--- config.mk ---
export PLATFORM = sky130hd
export DESIGN_NAME = seg7_scan_decoder
export DESIGN_NICKNAME = d
export VERILOG_FILES = /design/src/rtl/seg7_scan_decoder_pkg.sv /design/src/rtl/seg7_pattern_to_bcd.sv /design/src/rtl/seg7_scan_decoder.sv
export SDC_FILE = /design/constraint.sdc
export NUM_CORES = 1
export LEC_CHECK = 0
export ABC_AREA = 1
export CELL_PAD_IN_SITES_DETAIL_PLACEMENT = 1
export CELL_PAD_IN_SITES_GLOBAL_PLACEMENT = 1
export CORE_ASPECT_RATIO = 1.1
export CORE_MARGIN = 3
export CORE_UTILIZATION = 42
export CTS_CLUSTER_SIZE = 30
export DETAILED_ROUTE_END_ITERATION = 16
export PLACE_DENSITY_LB_ADDON = 0.1
export SLEW_MARGIN = 40
export SYNTH_ARGS = -nofsm -noshare
export SYNTH_HDL_FRONTEND = slang
export SYNTH_HIERARCHICAL = 1
export SYNTH_SLANG_ARGS = --single-unit
--- constraint.sdc ---
create_clock -name clk -period 2.4 [get_ports clk]
set_clock_uncertainty 0.15 [all_clocks]
set_input_delay 0.48 -clock clk [delete_from_list [all_inputs] [get_ports clk]]
set_output_delay 0.48 -clock clk [all_outputs]
set_load 0.02 [all_outputs]
--- src/rtl/seg7_scan_decoder_pkg.sv ---
// ---------------------------------------------------------------------------
// seg7_scan_decoder_pkg
//   Shared definitions for the 7-segment scan decoder.
//   Cathode patterns are active-low, bit6 = segment a .. bit0 = segment g.
//   The same constants serve the digit-to-cathode encoder side.
// ---------------------------------------------------------------------------
package seg7_scan_decoder_pkg;

  localparam logic [6:0] SEG_0     = 7'b0000001;
  localparam logic [6:0] SEG_1     = 7'b1001111;
  localparam logic [6:0] SEG_2     = 7'b0010010;
  localparam logic [6:0] SEG_3     = 7'b0000110;
  localparam logic [6:0] SEG_4     = 7'b1001100;
  localparam logic [6:0] SEG_5     = 7'b0100100;
  localparam logic [6:0] SEG_6     = 7'b0100000;
  localparam logic [6:0] SEG_7     = 7'b0001111;
  localparam logic [6:0] SEG_8     = 7'b0000000;
  localparam logic [6:0] SEG_9     = 7'b0000100;
  localparam logic [6:0] SEG_BLANK = 7'h7F;

  localparam logic [3:0] BCD_INVALID = 4'hF;

  // Scan-sampling FSM: wait for a stable dwell, take one sample, then hold
  // until the bus moves again.
  typedef enum logic [1:0] {
    ST_SETTLE = 2'd0,
    ST_SAMPLE = 2'd1,
    ST_HOLD   = 2'd2
  } scan_state_t;

endpackage

--- src/rtl/seg7_pattern_to_bcd.sv ---
// ---------------------------------------------------------------------------
// seg7_pattern_to_bcd
//   Combinational inverse of the digit-to-cathode encoder. Only exact
//   patterns for 0-9 are accepted; anything else (including blank) yields
//   BCD_INVALID with invalid=1.
// Ports
//   cathode  in   7  active-low segment pattern, bit6=a .. bit0=g
//   bcd      out  4  decoded digit, or 4'hF when unrecognised
//   invalid  out  1  pattern was not one of the ten digit patterns
// ---------------------------------------------------------------------------
module seg7_pattern_to_bcd
  import seg7_scan_decoder_pkg::*;
(
  input  logic [6:0] cathode,
  output logic [3:0] bcd,
  output logic       invalid
);

  always_comb begin
    bcd     = BCD_INVALID;
    invalid = 1'b0;
    case (cathode)
      SEG_0:   bcd = 4'd0;
      SEG_1:   bcd = 4'd1;
      SEG_2:   bcd = 4'd2;
      SEG_3:   bcd = 4'd3;
      SEG_4:   bcd = 4'd4;
      SEG_5:   bcd = 4'd5;
      SEG_6:   bcd = 4'd6;
      SEG_7:   bcd = 4'd7;
      SEG_8:   bcd = 4'd8;
      SEG_9:   bcd = 4'd9;
      default: begin
        bcd     = BCD_INVALID;
        invalid = 1'b1;
      end
    endcase
  end

endmodule

--- src/rtl/seg7_scan_decoder.sv ---
// ---------------------------------------------------------------------------
// seg7_scan_decoder
//   Passive monitor of a multiplexed 7-segment bus. Samples anode/cathode
//   once per stable dwell, maps the cathode pattern back to BCD and
//   assembles a full frame of digits once every digit has been seen.
// Ports
//   clk          in   1             system clock
//   reset        in   1             synchronous, active-high
//   anode        in   NUM_DIGITS    active-low digit enables, bit i = digit i
//   cathode      in   7             active-low segments, bit6=a .. bit0=g
//   digits       out  4*NUM_DIGITS  last complete frame, digit i in [4i+3:4i]
//   digit_err    out  NUM_DIGITS    digit i of last frame was unrecognised
//   frame_valid  out  1             one-cycle pulse when digits/digit_err update
//   anode_fault  out  1             sticky: a settled sample had 0 or >1 anodes low
// ---------------------------------------------------------------------------
module seg7_scan_decoder
  import seg7_scan_decoder_pkg::*;
#(
  parameter int NUM_DIGITS    = 8,
  parameter int SETTLE_CYCLES = 16
)
(
  input  logic                      clk,
  input  logic                      reset,
  input  logic [NUM_DIGITS-1:0]     anode,
  input  logic [6:0]                cathode,
  output logic [4*NUM_DIGITS-1:0]   digits,
  output logic [NUM_DIGITS-1:0]     digit_err,
  output logic                      frame_valid,
  output logic                      anode_fault
);

  localparam int BUS_W = NUM_DIGITS + 7;
  localparam int IDX_W = (NUM_DIGITS > 1) ? $clog2(NUM_DIGITS) : 1;
  localparam int CNT_W = $clog2(SETTLE_CYCLES + 1);

  // Two-flop synchroniser; bus_q is the synchronised {anode, cathode}.
  logic [BUS_W-1:0]        sync_q, bus_q, prev_q;
  logic [BUS_W-1:0]        sample_q, sample_d;
  logic [CNT_W-1:0]        cnt_q, cnt_d;
  scan_state_t             state_q, state_d;
  logic [3:0]              shadow_q [NUM_DIGITS];
  logic [3:0]              shadow_d [NUM_DIGITS];
  logic [NUM_DIGITS-1:0]   err_sh_q, err_sh_d;
  logic [NUM_DIGITS-1:0]   seen_q, seen_d;
  logic [4*NUM_DIGITS-1:0] digits_q, digits_d;
  logic [NUM_DIGITS-1:0]   digit_err_q, digit_err_d;
  logic                    frame_valid_q, frame_valid_d;
  logic                    anode_fault_q, anode_fault_d;

  logic                    bus_changed;
  logic [NUM_DIGITS-1:0]   sample_onehot, onehot_m1;
  logic [6:0]              sample_cathode;
  logic                    single_anode;
  logic [IDX_W-1:0]        anode_idx;
  logic [3:0]              dec_bcd;
  logic                    dec_invalid;

  assign bus_changed    = (bus_q != prev_q);
  assign sample_onehot  = ~sample_q[BUS_W-1:7];
  assign sample_cathode = sample_q[6:0];

  // Exactly-one-low check is independent of the index encoder below.
  assign onehot_m1    = sample_onehot - NUM_DIGITS'(1);
  assign single_anode = (sample_onehot != '0) && ((sample_onehot & onehot_m1) == '0);

  // Priority-free one-hot to index: index bit gi is the OR of every one-hot
  // position whose binary index has bit gi set. Only meaningful when
  // single_anode is true.
  genvar gi, gj;
  generate
    for (gi = 0; gi < IDX_W; gi++) begin : g_idx
      logic [NUM_DIGITS-1:0] hits;
      for (gj = 0; gj < NUM_DIGITS; gj++) begin : g_bit
        assign hits[gj] = sample_onehot[gj] & (((gj >> gi) & 1) == 1);
      end
      assign anode_idx[gi] = |hits;
    end
  endgenerate

  seg7_pattern_to_bcd u_pattern_to_bcd (
    .cathode (sample_cathode),
    .bcd     (dec_bcd),
    .invalid (dec_invalid)
  );

  always_comb begin
    state_d       = state_q;
    sample_d      = sample_q;
    shadow_d      = shadow_q;
    err_sh_d      = err_sh_q;
    seen_d        = seen_q;
    digits_d      = digits_q;
    digit_err_d   = digit_err_q;
    frame_valid_d = 1'b0;
    anode_fault_d = anode_fault_q;

    // Stability counter: restarts on any bus movement, saturates at the
    // settle length.
    if (bus_changed) begin
      cnt_d = '0;
    end else if (cnt_q == CNT_W'(SETTLE_CYCLES)) begin
      cnt_d = cnt_q;
    end else begin
      cnt_d = cnt_q + CNT_W'(1);
    end

    case (state_q)
      ST_SETTLE: begin
        // Total latency from a pin change: 2 synchroniser cycles plus the
        // settle window.
        if (!bus_changed && (cnt_q == CNT_W'(SETTLE_CYCLES - 1))) begin
          state_d  = ST_SAMPLE;
          sample_d = bus_q;
        end
      end

      ST_SAMPLE: begin
        if (single_anode) begin
          shadow_d[anode_idx] = dec_bcd;
          err_sh_d[anode_idx] = dec_invalid;
          seen_d[anode_idx]   = 1'b1;
        end else begin
          anode_fault_d = 1'b1;
        end

        // Frame completes with this sample: outputs load at the end of
        // this cycle and are visible in the following one.
        if (&seen_d) begin
          for (int k = 0; k < NUM_DIGITS; k++) begin
            digits_d[4*k +: 4] = shadow_d[k];
          end
          digit_err_d   = err_sh_d;
          frame_valid_d = 1'b1;
          seen_d        = '0;
        end

        // If the bus already moved during this cycle, go straight back to
        // settling so the new dwell is not lost while waiting in HOLD.
        state_d = bus_changed ? ST_SETTLE : ST_HOLD;
      end

      ST_HOLD: begin
        if (bus_changed) begin
          state_d = ST_SETTLE;
        end
      end

      default: state_d = ST_SETTLE;
    endcase
  end

  always_ff @(posedge clk) begin
    if (reset) begin
      sync_q        <= '0;
      bus_q         <= '0;
      prev_q        <= '0;
      sample_q      <= '0;
      cnt_q         <= '0;
      state_q       <= ST_SETTLE;
      err_sh_q      <= '0;
      seen_q        <= '0;
      digits_q      <= '0;
      digit_err_q   <= '0;
      frame_valid_q <= 1'b0;
      anode_fault_q <= 1'b0;
      for (int k = 0; k < NUM_DIGITS; k++) begin
        shadow_q[k] <= '0;
      end
    end else begin
      sync_q        <= {anode, cathode};
      bus_q         <= sync_q;
      prev_q        <= bus_q;
      sample_q      <= sample_d;
      cnt_q         <= cnt_d;
      state_q       <= state_d;
      err_sh_q      <= err_sh_d;
      seen_q        <= seen_d;
      digits_q      <= digits_d;
      digit_err_q   <= digit_err_d;
      frame_valid_q <= frame_valid_d;
      anode_fault_q <= anode_fault_d;
      for (int k = 0; k < NUM_DIGITS; k++) begin
        shadow_q[k] <= shadow_d[k];
      end
    end
  end

  assign digits      = digits_q;
  assign digit_err   = digit_err_q;
  assign frame_valid = frame_valid_q;
  assign anode_fault = anode_fault_q;

endmodule
== Yosys cells after proc, flatten, opt, wreduce, memory -nomap -nowiden ==
Cells that the tools add are included.
Storage, ports and cells
  word-level logic and storage cells: 86
  register bits after elaboration: 157
  input port bits: 17
  output and inout port bits: 42
Operators by class
  order comparisons: 4
  $add $sub $neg: 2
  mux-type cells: 18
  equal/unequal tests: 16
  bitwise gates (word level): 6
  reductions and logical operators: 20
Operators with widths (count)
  $pmux W4 S10: 1
  $bwmux W32: 1
  $mux W32: 1
  $mux W8: 4
  $ne A15 B15 Y1: 1
  $eq A7 B3 Y1 const B: 2
  $eq A7 B6 Y1 const B: 2
  $eq A7 B7 Y1 const B: 2
  $demux W4 S3: 1
  $reduce_or A4 Y1: 3
  $reduce_or A10 Y1: 1
  $reduce_and A9 Y1: 1
  $and A8 B8 Y8: 1
  $bwmux W8: 1
  $logic_not A8 Y1: 1
  $not A8 Y8: 1
  $or A8 B8 Y8: 1
  $reduce_and A8 Y1: 1
  $reduce_bool A8 Y1: 1
  $sub A8 B1 Y8 const B: 1
  $eq A7 B1 Y1 const B: 1
  $eq A7 B4 Y1 const B: 1
  $eq A7 B5 Y1 const B: 1
  $logic_not A7 Y1: 1
  22 further kinds: 34

== Logic depth before layout (Yosys ltp) ==
Gate-level depths: netlist of the first run.
  depth after elaboration: 11
  depth in mapped cells: 17
  depth with buffers taken out: 15

== Cells and area by module ==
Netlist of the first run, hierarchy kept.
Modules (own cells, without submodules)
  seg7_scan_decoder: times used 1, area each 6357.3 µm², cells each 857
  seg7_pattern_to_bcd: times used 1, area each 237.7 µm², cells each 55

== Least setup slack after synthesis of the first run ==
OpenSTA, ideal clock, no wires.
  path kind: register to register
  from: reg sample_q[13]
  to: reg digits_q[20] (netlist: digits[20])
  setup slack: 0.389 ns
  library setup time: 0.114 ns
  clock period less this slack: 2.011 ns
  path buffers: 2
  arrival time: 1.747 ns
  data required time: 2.136 ns
  cell stages (with the launch flop): 14
  path through: dfxtp_1 -> nand2_1 -> nor2_2 -> inv_1 -> nor2_1 -> nand2_1 -> nor2_1 -> nor2_1 -> nor2_1 -> nand3_2 -> buf_4 -> buf_6 -> nand3_1 -> nand2_1
Between the ends
  longest elaborated chain between the ends: 10
  elaborated cells between the ends (all ways): 25
RTL lines
  start, declared: RTL line seg7_scan_decoder.sv:39  | logic [BUS_W-1:0] sample_q, sample_d;
  start signal, assigned: RTL line seg7_scan_decoder.sv:174  | sample_q <= sample_d;
  $not A8 Y8 (*): RTL line seg7_scan_decoder.sv:60  | assign sample_onehot = ~sample_q[BUS_W-1:7];
  $reduce_or A4 Y1: RTL line seg7_scan_decoder.sv:77  | assign anode_idx[gi] = |hits;
  $lt A3 B4 Y1 (not written as such) / $ge A3 B1 Y1 (equally long branches): RTL line seg7_scan_decoder.sv:122  | seen_d[anode_idx] = 1'b1;
  $logic_and A1 B1 Y1 (not written as such): RTL line seg7_scan_decoder.sv:122
  $mux W1 (not written as such): RTL line seg7_scan_decoder.sv:122
  $demux W1 S3: RTL line seg7_scan_decoder.sv:122
  $or A8 B8 Y8 (no line)
  $mux W8: RTL line seg7_scan_decoder.sv:119  | if (single_anode) begin
  $mux W8: RTL line seg7_scan_decoder.sv:108  | case (state_q)
  $reduce_and A9 Y1 (no line)
  end signal, assigned: RTL line seg7_scan_decoder.sv:179  | digits_q <= digits_d;
  end, declared: RTL line seg7_scan_decoder.sv:46  | logic [4*NUM_DIGITS-1:0] digits_q, digits_d;
Every way passes the cells marked *; elsewhere a longest branch is shown, timed or not. The select of a mux whose other input is x is not followed.
A chain may end at the register's enable or synchronous reset.

== Worst setup path in the final report of the first run ==
  from: reg sample_q[13]
  to: reg digit_err_q[5] (netlist: digit_err[5])
Between the ends
  longest elaborated chain between the ends: 10
  elaborated cells between the ends (all ways): 19
RTL lines
  $not A8 Y8 (*): RTL line seg7_scan_decoder.sv:60
  $reduce_or A4 Y1: RTL line seg7_scan_decoder.sv:77
  $lt A3 B4 Y1 (not written as such) / $ge A3 B1 Y1 (equally long branches): RTL line seg7_scan_decoder.sv:121, seg7_scan_decoder.sv:122
  $logic_and A1 B1 Y1 (not written as such): RTL line seg7_scan_decoder.sv:121, seg7_scan_decoder.sv:122
  $mux W1 (not written as such): RTL line seg7_scan_decoder.sv:121, seg7_scan_decoder.sv:122
  $demux W1 S3: RTL line seg7_scan_decoder.sv:121, seg7_scan_decoder.sv:122
  $or A8 B8 Y8 (no line)
  $mux W8: RTL line seg7_scan_decoder.sv:119
  $mux W8: RTL line seg7_scan_decoder.sv:108
  $reduce_and A9 Y1 (no line)
  end signal, assigned: RTL line seg7_scan_decoder.sv:180  | digit_err_q <= digit_err_d;
  end, declared: RTL line seg7_scan_decoder.sv:47  | logic [NUM_DIGITS-1:0] digit_err_q, digit_err_d;
Marked as above.

==> out/results.tsv, run 1 <==
metric	value	unit
outcome	finished clean	
setup slack on the worst flop-to-flop path	0.09	ns
primary flip-flop cell chosen by synthesis mapping	dfxtp_1	
total iterations of the first detailed-routing run	4	
adder and majority gate portion of the synthesized area	0.5692	%
kind of critical path	reg2reg	
number of filler cells placed in the layout	1901	
Die Footprint	0.01724	mm2
post-synth net total	932	
Commonest cells post-synth	dfxtp_1, inv_1, nand2_1	
fraction of power consumed by sequential logic	49.0	%
fraction of post-synthesis cell area in the top cell type by area	47.66	%
yosys synthesis warning count	6	
TritonCTS clock tree	built	
fraction of synthesized area in multiplexers	0	%
count of final max-slew check failures	0	
io pins	59	
Final Total Pwr	5.413	mW
Layout Area Growth over Synthesis	25.78	%
synthesized-area fraction occupied by ao, oa, aoi and oai cells	11.76	%
cell taking the most area after synthesis	dfxtp_1	
CP max-delay cell	dfxtp_1	
basic-gate share of the synthesized area counting and, or, nand and nor cells	25.99	%
Clk network pwr share	48.1	%
Max-Cap Viols	0	
Static Leakage	3.678	nW
worst hold start	sync_q[5]$_SDFF_PP0_	
worst voltage drop across the vdd grid	0.4570	mV
vias in the first global route	6026	
layout cell share with drive strength beyond 1	12.13	%
fraction of power spent switching nets	21.29	%
most repeated library cell on the critical path	nand2_1	
Sinks on Clock Net	157	
Vias/cell	5.036	
CTS Buf Count	17	
wire per inst	15.07	um
DRC violations left	0	
number of failing hold endpoints at the final stage	0	
DP Cell Count	1143	
area of the multi-input gates	0.002753	mm2
worst-path cell chain	nand2_1 -> nor2_1 -> nand2_1 -> nand2_1 -> nand2_1 -> inv_4 -> nand3_2 -> nand2_1 -> nand2_1 -> nor2_2 -> nand2_1 -> nor2_4 -> buf_12 -> buf_6 -> nand3_1 -> nand2_1	
FF/Latch Area	0.003151	mm2
Synth Area in XOR/XNOR	1.992	%
worst hold slack after final layout	0.2551	ns
number of cells on the critical path	16	
critical path startpoint category	flop	
Crit. End Element	flop	
htree depth	4	
worst slew margin relative to its limit	63.93	%
Comb power frac	2.9	%
clock tree root driver cell	clkbuf_16	
Critical path origin	sample_q[13]$_SDFFE_PP0P_	
number of instances in the synthesized netlist	912	
PwrDens	652.6	mW/mm2
total detailed-routing wirelength	17860	um
main combinational cell family by area after synthesis	simple AND/OR/NAND/NOR gates	
clk slew on worst S/H paths	0.06	ns
Initial Util	43.30	%
cell-internal power	4.261	mW
n_diodes	0	
async set or reset register ratio after synthesis	0	%
Slowest Stage Delay on Critical Path	0.41	ns
mean post-synth cell area	7.231	um2
initial detailed-routing violation count	216	
worst reg2reg startpoint	sample_q[13]$_SDFFE_PP0P_	
transition time at the pin with the least slew margin	0.5405	ns
total global-route track usage	20.25	%
Core Area	0.01523	mm2
buffer depth of the longest clock path	2	
count of flip-flops with a built-in enable after synthesis	0	
die width	125.5	um
number of failing setup endpoints in the final timing report	0	
Crit path required time	2.61	ns
Detailed Place HPWL	11640	um
cell types with the largest area share after synthesis	dfxtp_1, inv_1, nand3_1	
total buffers and inverters traversed by the critical path	3	
switching component of the power	1.153	mW
GP Congestion	0.8339	
arrival time at the worst endpoint	2.52	ns
largest net degree at the start of global routing	88	
synthesis-stage register bit count	157	
worst-path maximum fanout	8	
CP delay by family, top	simple AND/OR/NAND/NOR gates	
insertion delay of the later-clocked pin in the worst-skew pair	0.42	ns
first-pass GRT wire length	28380	um
buffers added on ports	58	
cells on worst reg2reg path	16	
crit path capture	digit_err[5]$_SDFFE_PP0P_	
cell with the most instances after synthesis	dfxtp_1	
worst hold path type	reg2reg	
initial antenna violation count	0	
fin crit share	96.10	%
via count	5968	
total congestion overflow after global routing	0	
post-synthesis cell type count	27	
die span in y	137.4	um
post-synth design cell area	0.006595	mm2
achievable frequency	0.4336	GHz
total of hold buffers inserted after clock tree synthesis	0	
Final #Nets	996	
Reg-to-Reg End	digit_err[5]$_SDFFE_PP0P_	
final critical-path required period	2.306	ns
count of placed standard cells in the final layout, fillers left out	1185	
FP Rows	47	
number of nets with antenna violations after routing	0	
sequential area share after synthesis	47.66	%
per-layer routing:
layer	GRT usage, %	vias up	wire, um
li1	-	2991	-
met1	22.00	2819	7340
met2	37.81	111	9209
met3	4.420	47	618
met4	9.036	0	694
met5	0	-	0
worst min-delay path by stage:
stage          slack [ns]                   end  depth (start not counted)
5_1_grt              0.27  bus_q[10]$_SDFF_PP0_                          2
4_1_cts              0.26   bus_q[5]$_SDFF_PP0_                          2
3_3_place_gp         0.24   bus_q[7]$_SDFF_PP0_                          2
3_5_place_dp         0.25   bus_q[5]$_SDFF_PP0_                          2
6_report             0.26   bus_q[5]$_SDFF_PP0_                          2
2_1_floorplan        0.24   bus_q[0]$_SDFF_PP0_                          2
what timing repair did:
action	in CTS	in global routing
gates cloned	0	4
pin swaps	0	6
endpoints found under the setup margin	1	79
gates resized for setup	1	38
setup buffers	0	6
stage by stage:
step                      setup WS, ns  utilization [%]  setup TNS [ns]  area (um2)
final                          0.09358            54.46               0        8295
after floorplan                 0.3888                -               0        6595
after global routing          -0.08247            54.46          -2.502        8295
after global placement          0.1852            48.80               0        7432
after CTS                      0.03350            52.64               0        8018
after detailed placement      0.008687            48.80               0        7432
area by class of cell:
cell class	instances	area share [%]
Sequential cell	157	37.98
Multi-Input combinational cell	559	33.18
Timing Repair Buffer	94	12.13
Inverter	147	6.727
Clock buffer	23	6.003
Tap cell	196	2.956
Clock inverter	9	1.026
placed cells by master (no fill, tap or decap), types with 3 or more instances in the layout:
cell,instances
buf_12,8
nand2_1,127
clkinv_1,3
clkbuf_8,5
nor2_4,5
inv_1,139
a211oi_1,16
inv_2,3
nor3_1,5
nand3_2,4
o21ai_0,60
buf_4,23
ha_1,3
dfxtp_2,6
xnor2_1,15
a21oi_1,64
nor2_2,13
nor2_1,121
clkbuf_16,20
clkdlybuf4s50_1,57
clkinvlp_4,7
dfxtp_1,151
nand4_1,4
nand3_1,98
nand2_2,10
power by group through the flow:
stage	Sequential [mW]	Combinational, mW	Clock (mW)
final	2.65	0.155	2.60
after global routing	2.66	0.176	2.78
after CTS	2.65	0.159	2.67
after detailed placement	2.71	0.155	0
after global placement	2.71	0.148	0
after floorplan	2.71	0.0984	0
logic make-up after synthesis:
group,after synthesis
xor+xnor,15
buf+inv,196
simple gates,395
compound gates,146
flops,157
fa+ha+maj,3
sequential cells by signal (all words and copies together), names as in the netlist, 2 cells and up:
name       cells
sync_q        15
state_q        2
cnt_q          5
shadow_q      32
prev_q        15
digit_err      8
bus_q         15
digits        32
sample_q      15
seen_q         8
err_sh_q       8
tightest hold or removal path, delay by kind of cell (launching register included):
kind | cells | cell delay, ns
DFF | 1 | 0.30
buffers and inverters | 1 | 0.04
and+or+nand+nor | 1 | 0.03
Note: power is estimated with default switching activity, not from simulation.
==> run 2: changes to the inputs <==
--- a/config.mk
+++ b/config.mk
@@ -10,7 +10,7 @@
 export CELL_PAD_IN_SITES_GLOBAL_PLACEMENT = 1
 export CORE_ASPECT_RATIO = 1.1
 export CORE_MARGIN = 3
-export CORE_UTILIZATION = 42
+export CORE_UTILIZATION = 38
 export CTS_CLUSTER_SIZE = 30
 export DETAILED_ROUTE_END_ITERATION = 16
 export PLACE_DENSITY_LB_ADDON = 0.1
==> constraint.sdc (replaced) <==
create_clock -name clk -period 1.9 [get_ports clk]
set_clock_uncertainty 0.15 [all_clocks]
set_input_delay 0.38 -clock clk [delete_from_list [all_inputs] [get_ports clk]]
set_output_delay 0.38 -clock clk [all_outputs]
set_load 0.02 [all_outputs]
==> out/results.tsv, run 2 (synthesized netlist as in run 1, its figures left out) <==
metric	value	unit	change
Die Footprint	0.01897	mm2	+10%
DRC violations left	0		unchanged
cell-internal power	5.417	mW	+27%
most common library cell in the layout ignoring fill and taps	dfxtp_1		
Core Area	0.01668	mm2	+9.5%
count of final max-slew check failures	0		unchanged
die span in y	144.2	um	+4.9%
n_diodes	0		unchanged
Sinks on Clock Net	157		unchanged
Comb power frac	3.2	%	+0.3 points
Static Leakage	4.617	nW	+26%
GP Congestion	0.8445		+1.3%
worst-path cell chain	nand2_2 -> nor2_1 -> nand2_1 -> nand2_1 -> nand2_2 -> inv_4 -> nand2_4 -> nand2_1 -> nand3_1 -> nor2_4 -> buf_6 -> nand3_4 -> buf_12 -> buf_12 -> nand3_2 -> nand2_1		
Final Total Pwr	7.002	mW	+29%
insertion delay of the later-clocked pin in the worst-skew pair	0.43	ns	about the same
fraction of power spent switching nets	22.63	%	+1.3 points
failing checks	setup timing		
buffers added on ports	58		unchanged
fraction of power consumed by sequential logic	47.7	%	-1.3 points
Vias/cell	5.097		+1.2%
number of filler cells placed in the layout	1977		+4.0%
setup slack after placement	-0.4067	ns	-0.4154 ns
critical path startpoint category	flop		
commonest non-fill, non-tap cells in the layout	dfxtp_1, inv_1, nor2_1, nand2_1, buf_4		
worst voltage drop across the vdd grid	0.7604	mV	+66%
worst hold path type	in2reg		
vias in the first global route	6687		+11%
Crit path required time	2.05	ns	-0.56 ns
Initial Util	39.55	%	-3.8 points
FP Rows	49		+4.3%
arrival time at the worst endpoint	2.59	ns	+0.07 ns
fin crit share	128.3	%	+32 points
Clk network pwr share	49.1	%	+1.0 points
Final #Nets	1074		+7.8%
number of failing hold endpoints at the final stage	0		unchanged
transition time at the pin with the least slew margin	0.5809	ns	+0.04047 ns
total congestion overflow after global routing	0		unchanged
io pins	59		unchanged
Layout Area Growth over Synthesis	48.36	%	
total detailed-routing wirelength	23070	um	+29%
Crit. End Element	flop		
die width	131.6	um	+4.9%
achievable frequency	0.4104	GHz	-5.4%
area of the multi-input gates	0.003368	mm2	+22%
TritonCTS clock tree	built		
CTS Buf Count	17		unchanged
PwrDens	715.6	mW/mm2	+9.7%
number of nets with antenna violations after routing	0		unchanged
CP delay by family, top	simple AND/OR/NAND/NOR gates		
largest net degree at the start of global routing	65		-26%
number of failing setup endpoints in the final timing report	90		+90
kind of critical path	reg2reg		
worst slew margin relative to its limit	61.27	%	-2.7 points
final-layout setup total negative slack	-35.20	ns	-35.20 ns
total buffers and inverters traversed by the critical path	4		+1
RSZ-0062 raised after global routing	true		
outcome	finished with violations		
FF/Latch Area	0.003182	mm2	+0.99%
total global-route track usage	20.68	%	+0.43 points
Detailed Place HPWL	12480	um	+7.2%
buffer depth of the longest clock path	2		unchanged
Slowest Stage Delay on Critical Path	0.39	ns	-0.02 ns
clock tree root driver cell	clkbuf_16		
initial detailed-routing violation count	351		+63%
first-pass GRT wire length	32090	um	+13%
worst-path maximum fanout	8		unchanged
most repeated library cell on the critical path	nand2_1		
CP max-delay cell	dfxtp_4		
final critical-path required period	2.437	ns	+0.1304 ns
total iterations of the first detailed-routing run	5		+1
initial antenna violation count	0		unchanged
Max-Cap Viols	0		unchanged
worst hold slack after final layout	0.1757	ns	-0.07936 ns
htree depth	4		unchanged
wire per inst	17.80	um	+18%
layout cell share with drive strength beyond 1	30.74	%	+19 points
core utilization of the finished layout	58.67	%	+4.2 points
post-layout worst setup margin	-0.5368	ns	-0.6304 ns
via count	6606		+11%
switching component of the power	1.585	mW	+37%
clk slew on worst S/H paths	0.07	ns	about the same
run 2: changes by cell type in the layout (fill, tap and decap cells not counted), moves of 12 or more:
cell | before | now
buf_6 | 2 | 19
a21oi_2 | 0 | 12
nand2_1 | 127 | 108
nand3_1 | 98 | 50
dlygate4sd2_1 | 0 | 33
nand3_2 | 4 | 49
buf_4 | 23 | 71
o21ai_1 | 2 | 20
clkdlybuf4s50_1 | 57 | 16
o21ai_0 | 60 | 32
a21oi_1 | 64 | 51
run 2: final cells by class:
cell class,count,area share (%)
Clock buffer,19,4.629
Clock inverter,13,1.445
Inverter,147,5.870
Multi-Input combinational cell,560,34.42
Sequential cell,157,32.52
Tap cell,229,2.928
Timing Repair Buffer,171,18.18
run 2: power groups by stage:
stage | Clock [mW] | Sequential (mW) | Combinational [mW]
global placement | 0 | 3.42 | 0.191
finish | 3.44 | 3.34 | 0.224
floorplan | 0 | 3.42 | 0.127
detailed placement | 0 | 3.42 | 0.198
global route | 3.65 | 3.34 | 0.251
CTS | 3.46 | 3.35 | 0.205
run 2: metrics by stage:
stage                     cell area (um2)  instances
after floorplan                      6683        912
after global placement               7954       1224
after detailed placement             7954       1224
after CTS                            8997       1278
after global routing                 9784       1296
final                                9784       1296
run 2: final timing paths:
path	startpoint	endpoint	slack [ns]	depth (start not counted)
worst max-delay path	sample_q[13]$_SDFFE_PP0P_	digits[31]$_SDFFE_PP0P_	-0.54	16
worst max register to register	sample_q[13]$_SDFFE_PP0P_	digits[31]$_SDFFE_PP0P_	-0.54	16
worst min register to register	sync_q[1]$_SDFF_PP0_	bus_q[1]$_SDFF_PP0_	0.24	2
worst min-delay path	reset	sample_q[8]$_SDFFE_PP0P_	0.18	4
run 2: repair_timing:
action	in CTS	in global routing
pin swaps	16	48
endpoints found under the setup margin	137	112
resized for setup	130	148
buffers inserted	17	13
gates cloned	5	7
hold buffers	0	0
run 2: tightest hold or removal path, stage by stage:
cell and delay [ns]:
buf_2 0.11, inv_2 0.10, o21ai_2 0.09, a21oi_2 0.03
run 2: metal layers:
metal / track usage (%) / routed length (um)
met1: 21.94 / 8859
met5: 0 / 0
met4: 9.066 / 876
met2: 40.21 / 12740
met3: 3.793 / 592
==> run 3: changes to the inputs <==
--- a/config.mk
+++ b/config.mk
@@ -6,6 +6,7 @@
 export NUM_CORES = 1
 export LEC_CHECK = 0
 export ABC_AREA = 1
+export CAP_MARGIN = 20
 export CELL_PAD_IN_SITES_DETAIL_PLACEMENT = 1
 export CELL_PAD_IN_SITES_GLOBAL_PLACEMENT = 1
 export CORE_ASPECT_RATIO = 1.1
==> results of run 3 <==
The final DEF is identical to that of run 2; final timing and power are the same.
